[src/rtl/oq_stats_counters.sv]
// Per-queue stored/removed/dropped/in-queue packet and byte counters with a 1-cycle read port.
// Build option: define OQ_STATS_SATURATE_EN to make the cumulative counters saturate instead of wrap.
module oq_stats_counters #(
  parameter int NUM_QUEUES = 5,
  parameter int CNTR_WIDTH = 32,
  parameter int LEN_WIDTH  = 16,
  parameter int IDX_WIDTH  = 7
) (
  input  logic                            axi_aclk,
  input  logic                            axi_resetn,
  input  logic [NUM_QUEUES-1:0]           stored_vld,
  input  logic [LEN_WIDTH-1:0]            stored_len,
  input  logic [NUM_QUEUES-1:0]           dropped_vld,
  input  logic [LEN_WIDTH-1:0]            dropped_len,
  input  logic [NUM_QUEUES-1:0]           removed_vld,
  input  logic [NUM_QUEUES*LEN_WIDTH-1:0] removed_len,
  input  logic                            clr,
  input  logic                            rd_req,
  input  logic [IDX_WIDTH-1:0]            rd_idx,
  output logic                            rd_ack,
  output logic [CNTR_WIDTH-1:0]           rd_data,
  output logic                            rd_err,
  output logic [NUM_QUEUES-1:0]           underflow
);
  localparam int NUM_CNTRS = 8 * NUM_QUEUES;
  localparam logic [CNTR_WIDTH-1:0] CNTR_MAX = {CNTR_WIDTH{1'b1}};
  localparam logic [CNTR_WIDTH-1:0] CNTR_ONE = CNTR_WIDTH'(1);

  function automatic logic [CNTR_WIDTH-1:0] f_cum(input logic [CNTR_WIDTH-1:0] cur,
                                                  input logic [CNTR_WIDTH-1:0] inc);
`ifdef OQ_STATS_SATURATE_EN
    logic [CNTR_WIDTH:0] sum;
    sum   = {1'b0, cur} + {1'b0, inc};
    f_cum = sum[CNTR_WIDTH] ? CNTR_MAX : sum[CNTR_WIDTH-1:0];
`else
    f_cum = cur + inc;
`endif
  endfunction

  // Returns {underflow, value}; the two extra bits catch both going negative and overflowing.
  function automatic logic [CNTR_WIDTH:0] f_occ(input logic [CNTR_WIDTH-1:0] cur,
                                                input logic [CNTR_WIDTH-1:0] add,
                                                input logic [CNTR_WIDTH-1:0] sub);
    logic [CNTR_WIDTH+1:0] net;
    net = {2'b00, cur} + {2'b00, add} - {2'b00, sub};
    if (net[CNTR_WIDTH+1])    f_occ = {1'b1, {CNTR_WIDTH{1'b0}}};
    else if (net[CNTR_WIDTH]) f_occ = {1'b0, CNTR_MAX};
    else                      f_occ = {1'b0, net[CNTR_WIDTH-1:0]};
  endfunction

  logic                            r_clr_d;
  logic [NUM_QUEUES-1:0]           r_stored_vld, r_dropped_vld, r_removed_vld;
  logic [LEN_WIDTH-1:0]            r_stored_len, r_dropped_len;
  logic [NUM_QUEUES*LEN_WIDTH-1:0] r_removed_len;
  logic [CNTR_WIDTH-1:0]           r_cnt [NUM_CNTRS];
  logic [NUM_QUEUES-1:0]           r_underflow;
  logic                            r_rd_ack, r_rd_err;
  logic [CNTR_WIDTH-1:0]           r_rd_data;

  logic [CNTR_WIDTH-1:0] w_cnt_nxt [NUM_CNTRS];
  logic [NUM_QUEUES-1:0] w_uf_nxt;
  logic [CNTR_WIDTH-1:0] w_st_len, w_dr_len, w_rd_val;
  logic                  w_idx_ok;

  assign w_st_len = CNTR_WIDTH'(r_stored_len);
  assign w_dr_len = CNTR_WIDTH'(r_dropped_len);

  for (genvar g = 0; g < NUM_QUEUES; g++) begin : g_q
    logic [CNTR_WIDTH-1:0] w_rm_len, w_st_add, w_rm_sub;
    logic [CNTR_WIDTH:0]   w_pkt_occ, w_byte_occ;

    assign w_rm_len   = CNTR_WIDTH'(r_removed_len[g*LEN_WIDTH +: LEN_WIDTH]);
    assign w_st_add   = r_stored_vld[g]  ? w_st_len : '0;
    assign w_rm_sub   = r_removed_vld[g] ? w_rm_len : '0;
    assign w_pkt_occ  = f_occ(r_cnt[g*8+6], CNTR_WIDTH'(r_stored_vld[g]), CNTR_WIDTH'(r_removed_vld[g]));
    assign w_byte_occ = f_occ(r_cnt[g*8+7], w_st_add, w_rm_sub);

    assign w_cnt_nxt[g*8+0] = r_stored_vld[g]  ? f_cum(r_cnt[g*8+0], CNTR_ONE) : r_cnt[g*8+0];
    assign w_cnt_nxt[g*8+1] = r_stored_vld[g]  ? f_cum(r_cnt[g*8+1], w_st_len) : r_cnt[g*8+1];
    assign w_cnt_nxt[g*8+2] = r_removed_vld[g] ? f_cum(r_cnt[g*8+2], CNTR_ONE) : r_cnt[g*8+2];
    assign w_cnt_nxt[g*8+3] = r_removed_vld[g] ? f_cum(r_cnt[g*8+3], w_rm_len) : r_cnt[g*8+3];
    assign w_cnt_nxt[g*8+4] = r_dropped_vld[g] ? f_cum(r_cnt[g*8+4], CNTR_ONE) : r_cnt[g*8+4];
    assign w_cnt_nxt[g*8+5] = r_dropped_vld[g] ? f_cum(r_cnt[g*8+5], w_dr_len) : r_cnt[g*8+5];
    assign w_cnt_nxt[g*8+6] = w_pkt_occ[CNTR_WIDTH-1:0];
    assign w_cnt_nxt[g*8+7] = w_byte_occ[CNTR_WIDTH-1:0];
    assign w_uf_nxt[g]      = r_underflow[g] | w_pkt_occ[CNTR_WIDTH] | w_byte_occ[CNTR_WIDTH];
  end

  // Stage 1 is held empty for the clr cycle and the one after it, so those events never land.
  always_ff @(posedge axi_aclk or negedge axi_resetn) begin
    if (!axi_resetn) begin
      r_clr_d       <= 1'b0;
      r_stored_vld  <= '0;
      r_dropped_vld <= '0;
      r_removed_vld <= '0;
      r_stored_len  <= '0;
      r_dropped_len <= '0;
      r_removed_len <= '0;
    end else begin
      r_clr_d <= clr;
      if (clr || r_clr_d) begin
        r_stored_vld  <= '0;
        r_dropped_vld <= '0;
        r_removed_vld <= '0;
        r_stored_len  <= '0;
        r_dropped_len <= '0;
        r_removed_len <= '0;
      end else begin
        r_stored_vld  <= stored_vld;
        r_dropped_vld <= dropped_vld;
        r_removed_vld <= removed_vld;
        r_stored_len  <= stored_len;
        r_dropped_len <= dropped_len;
        r_removed_len <= removed_len;
      end
    end
  end

  always_ff @(posedge axi_aclk or negedge axi_resetn) begin
    if (!axi_resetn) begin
      for (int i = 0; i < NUM_CNTRS; i++) r_cnt[i] <= '0;
      r_underflow <= '0;
    end else if (clr) begin
      for (int i = 0; i < NUM_CNTRS; i++) r_cnt[i] <= '0;
      r_underflow <= '0;
    end else begin
      r_cnt       <= w_cnt_nxt;
      r_underflow <= w_uf_nxt;
    end
  end

  always_comb begin
    w_rd_val = '0;
    for (int i = 0; i < NUM_CNTRS; i++)
      if (rd_idx == IDX_WIDTH'(i)) w_rd_val = r_cnt[i];
  end
  assign w_idx_ok = 32'(rd_idx) < NUM_CNTRS;

  always_ff @(posedge axi_aclk or negedge axi_resetn) begin
    if (!axi_resetn) begin
      r_rd_ack  <= 1'b0;
      r_rd_err  <= 1'b0;
      r_rd_data <= '0;
    end else begin
      r_rd_ack  <= rd_req;
      r_rd_err  <= rd_req && !w_idx_ok;
      r_rd_data <= rd_req ? w_rd_val : '0;
    end
  end

  assign rd_ack    = r_rd_ack;
  assign rd_err    = r_rd_err;
  assign rd_data   = r_rd_data;
  assign underflow = r_underflow;
endmodule

[config.mk]
export PLATFORM = sky130hd
export DESIGN_NAME = oq_stats_counters
export DESIGN_NICKNAME = d
export VERILOG_FILES = /design/src/rtl/oq_stats_counters.sv
export SDC_FILE = /design/constraint.sdc
export NUM_CORES = 2
export LEC_CHECK = 0
export BUFFER_PORTS_ARGS = -buffer_cell sky130_fd_sc_hd__buf_2
export CAP_MARGIN = 20
export CORE_UTILIZATION = 40
export DETAILED_ROUTE_END_ITERATION = 10
export GPL_TIMING_DRIVEN = 1
export PLACE_DENSITY = 0.65
export SYNTH_ARGS = -nofsm -noshare
export SYNTH_HDL_FRONTEND = slang
export SYNTH_SLANG_ARGS = --single-unit
[constraint.sdc]
create_clock -name axi_aclk -period 12.8 [get_ports axi_aclk]
set_input_delay 0.64 -clock axi_aclk [delete_from_list [all_inputs] [get_ports axi_aclk]]
set_output_delay 0.64 -clock axi_aclk [all_outputs]
set_load 0.02 [all_outputs]
==> results.json <==
{
  "cp_cell_sequence": "buf_4 > buf_4 > nand2_1 > fa_1 > inv_1 > ha_1 > a211oi_1 > o21ai_0 > a221oi_1 > a31oi_1 > o22ai_1 > o31ai_1 > a31o_2 > a21boi_1 > or2_2 > a21oi_1",
  "cts_made_buffers": 176,
  "depth_of_the_cts_h_tree": 4,
  "worstSetupEndpointType": "register",
  "clkLatencyLatePin_ns": 0.89,
  "grt_pass1_wl_mm": 613,
  "detailedPlacementHpwl_mm": 326,
  "cts_sinks": 1447,
  "place.port_buffers": 176,
  "quantity_of_gates_resized_following_cts": 0,
  "clkSlewWorstSetupHoldPaths_ns": 0.06,
  "maxUsedRoutingLayer": "met5",
  "timing.final.hold_violations": 0,
  "pwr-share-seq": 0.285,
  "grt_antenna_before_repair": 43,
  "dr_wl_met3_mm": 44.5,
  "die-width_um": 495,
  "detail_route.wl_per_cell_um": 29.7,
  "period_needed_ns": 5.40,
  "critical-path-top-cell-by-count": "sky130_fd_sc_hd__buf_4",
  "cp_max_fo": 32,
  "required_time_of_the_critical_path_ns": 13.49,
  "start_util": 0.404,
  "max-clock-path-buffers": 3,
  "layout-drive-gt1-share": 0.0722,
  "fin_crit_sh": 0.422,
  "total_power_mw": 20.1,
  "grt_pass1_vias": 85400,
  "wirelength_mm": 432,
  "critical-path-max-stage-delay_ns": 0.58,
  "finalSetupViolCount": 0,
  "synth_nets": 11800,
  "die_h_um": 495,
  "number_of_max_capacitance_violations_reported": 0,
  "critical_path.top_delay_family": "compound AO/OA/AOI/OAI gates",
  "fmaxAchievable_ghz": 0.185,
  "design.portCount": 177,
  "route.detailed.vias_per_inst": 6.20,
  "crit_path_start_kind": "register",
  "synthesis.area_per_instance_sq_um": 8.87,
  "postCtsSetupBuffers": 0,
  "run_status": "finished clean",
  "globalRoute.totalOverflow": 0,
  "p_leak_nw": 49.2,
  "synth-seq-area-share": 0.372,
  "post_route_clock_skew_ns": 0.0567,
  "final.setup.tns_ns": 0,
  "drt_iter0_markers": 11700,
  "ant_nets": 0,
  "timing.final.max_slew_violations": 0,
  "ir_drop_v": 0.000166,
  "rsz0062_at_grt": "no",
  "core-area_sq_um": 241000,
  "routed-wl-met2_mm": 179,
  "worstSetupPathType": "reg -> reg",
  "power_density_nw_per_um2": 184,
  "switching_part_of_the_total": 0.416,
  "netlist-cell-type-count": 108,
  "syn2layout_area_growth_pct": 12.6,
  "cell_rows": 180,
  "actual_transition_at_the_worst_max_transition_pin_ns": 1.32,
  "place_congestion": 1.12,
  "critical_path_arrival_ns": 6.09,
  "synth_seq_cells": 1447,
  "ys_warnings": 0,
  "maximum_number_of_pins_on_one_net_before_global_route_repair": 159,
  "drt_drc_violations_left": 0,
  "power.net_switching_mw": 8.38,
  "slew_headroom": 0.118,
  "setup.reg_to_reg.worst_slack_ns": 7.40,
  "grtUsageTotal": 0.346,
  "timing.hold.worst.class": "in -> reg",
  "ctsRootBufferMaster": "sky130_fd_sc_hd__clkbuf_16",
  "synth-edff-count": 0,
  "dieArea_sq_um": 245000,
  "syn_inst": 11000,
  "critical-path-slowest-cell": "sky130_fd_sc_hd__fa_1",
  "power.share.clock": 0.271,
  "layout.cells.most_common": "sky130_fd_sc_hd__dfrtp_1",
  "final_cell_mix": "1437 x sky130_fd_sc_hd__dfrtp_1, 1311 x sky130_fd_sc_hd__nor2_1, 884 x sky130_fd_sc_hd__a21oi_1, 707 x sky130_fd_sc_hd__inv_1, 657 x sky130_fd_sc_hd__nand2_1",
  "critical_path_buf_inv_count": 3,
  "async_reset_ff_frac": 1.00,
  "route.layer.met1.wl_mm": 168,
  "p_int_mw": 11.8,
  "drt-pass1-iter-count": 8,
  "tritoncts": "yes",
  "postSynth.topFlopCell": "sky130_fd_sc_hd__dfrtp_1",
  "comb_power_share": 0.443,
  "syn_area_sq_um": 97400,
  "vias": 90200,
  "num-nets-final": 12000
}
-- state kept, by name, summed over array words and instances (netlist names) --
signal,cells
r_stored_len,16
rd_data,32
r_removed_len,80
r_dropped_len,16
r_dropped_vld,5
r_cnt,1280
r_removed_vld,5
r_clr_d,1
rd_err,1
r_stored_vld,5
underflow,5
rd_ack,1
-- worst paths after layout --
kind	from	endpoint	depth (start not counted)
min in group asynchronous	axi_resetn	r_cnt[443]$_DFFE_PN0P_	2
max	r_stored_len[1]$_DFF_PN0_	r_cnt[794]$_DFF_PN0_	16
min	stored_len[9]	r_stored_len[9]$_DFF_PN0_	2
max reg2reg	r_stored_len[1]$_DFF_PN0_	r_cnt[794]$_DFF_PN0_	16
min reg2reg	underflow[4]$_DFF_PN0_	underflow[4]$_DFF_PN0_	2
max in group asynchronous	axi_resetn	r_cnt[1226]$_DFFE_PN0P_	5
-- final cells by class --
| type | count | area (sq um) |
|---|---|---|
| Sequential cell | 1447 | 36200 |
| Fill cell | 23200 | 132000 |
| Clock buffer | 246 | 5100 |
| Timing Repair Buffer | 474 | 3600 |
| Multi-Input combinational cell | 8370 | 56900 |
| Tap cell | 3185 | 3990 |
| Antenna cell | 33 | 82.6 |
| Clock inverter | 76 | 1100 |
| Inverter | 709 | 2660 |
-- Yosys cell counts, types with 50 or more instances --
| master | instances | area share |
|---|---|---|
| sky130_fd_sc_hd__a211oi_1 | 81 | 0.0062 |
| sky130_fd_sc_hd__a21o_1 | 162 | 0.012 |
| sky130_fd_sc_hd__a21oi_1 | 884 | 0.045 |
| sky130_fd_sc_hd__a221oi_1 | 109 | 0.0098 |
| sky130_fd_sc_hd__a22o_1 | 50 | 0.0045 |
| sky130_fd_sc_hd__a22oi_1 | 216 | 0.017 |
| sky130_fd_sc_hd__a31oi_1 | 78 | 0.0050 |
| sky130_fd_sc_hd__and2_1 | 261 | 0.017 |
| sky130_fd_sc_hd__and3_1 | 178 | 0.011 |
| sky130_fd_sc_hd__and4_1 | 52 | 0.0047 |
| sky130_fd_sc_hd__buf_2 | 73 | 0.0038 |
| sky130_fd_sc_hd__clkbuf_1 | 333 | 0.013 |
| sky130_fd_sc_hd__dfrtp_1 | 1447 | 0.37 |
| sky130_fd_sc_hd__fa_1 | 100 | 0.021 |
| sky130_fd_sc_hd__ha_1 | 605 | 0.078 |
| sky130_fd_sc_hd__inv_1 | 707 | 0.027 |
| sky130_fd_sc_hd__mux2i_1 | 242 | 0.025 |
| sky130_fd_sc_hd__nand2_1 | 657 | 0.025 |
| sky130_fd_sc_hd__nand2b_1 | 80 | 0.0051 |
| sky130_fd_sc_hd__nand3_1 | 336 | 0.017 |
| sky130_fd_sc_hd__nand4_1 | 134 | 0.0086 |
| sky130_fd_sc_hd__nor2_1 | 1334 | 0.051 |
| sky130_fd_sc_hd__nor2b_1 | 102 | 0.0066 |
| sky130_fd_sc_hd__nor3_1 | 165 | 0.0085 |
| sky130_fd_sc_hd__o21a_1 | 147 | 0.011 |
| sky130_fd_sc_hd__o21ai_0 | 449 | 0.023 |
| sky130_fd_sc_hd__o21bai_1 | 67 | 0.0052 |
| sky130_fd_sc_hd__o22ai_1 | 61 | 0.0039 |
| sky130_fd_sc_hd__or3_1 | 162 | 0.010 |
| sky130_fd_sc_hd__xnor2_1 | 446 | 0.040 |
| sky130_fd_sc_hd__xor2_1 | 576 | 0.052 |
-- cells by family after synthesis --
group           synth area share
compound gates             0.189
xor+xnor                  0.0919
fa+ha+maj                 0.0983
buf+inv                   0.0465
flops                      0.372
mux                       0.0264
simple gates               0.176
-- power groups by stage --
stage | Sequential, mW | Clock, mW | Combinational (mW)
floorplan | 5.31 | 0 | 6.83
global placement | 5.80 | 0 | 8.53
detailed placement | 5.79 | 0 | 8.74
CTS | 5.71 | 5.52 | 8.84
global route | 5.73 | 5.69 | 9.92
finish | 5.75 | 5.46 | 8.92
-- per-stage QoR --
step | utilization | hold slack (ns) | instance area [sq um] | cells | worst slack (ns)
2_1_floorplan | - | 0.344 | 97400 | 11000 | 8.02
6_report | 0.455 | 0.0708 | 110000 | 14500 | 7.40
5_1_grt | 0.454 | 0.0485 | 110000 | 14500 | 7.09
4_1_cts | 0.454 | 0.0152 | 110000 | 14500 | 7.53
3_5_place_dp | 0.424 | 0.521 | 102000 | 14100 | 7.15
3_3_place_gp | 0.423 | 0.513 | 102000 | 14100 | 7.16
-- metal layers --
layer,vias up,track usage
li1,39300,-
met1,44700,0.439
met2,4927,0.498
met3,1294,0.0918
met4,24,0.274
met5,-,0
-- repair_timing --
item / 4_1_cts / 5_1_grt
endpoints found under the hold margin: 255 / 0
hold buffers: 115 / 0
setup endpoints to repair: 0 / 0
Note: power is estimated with default switching activity, not from simulation.
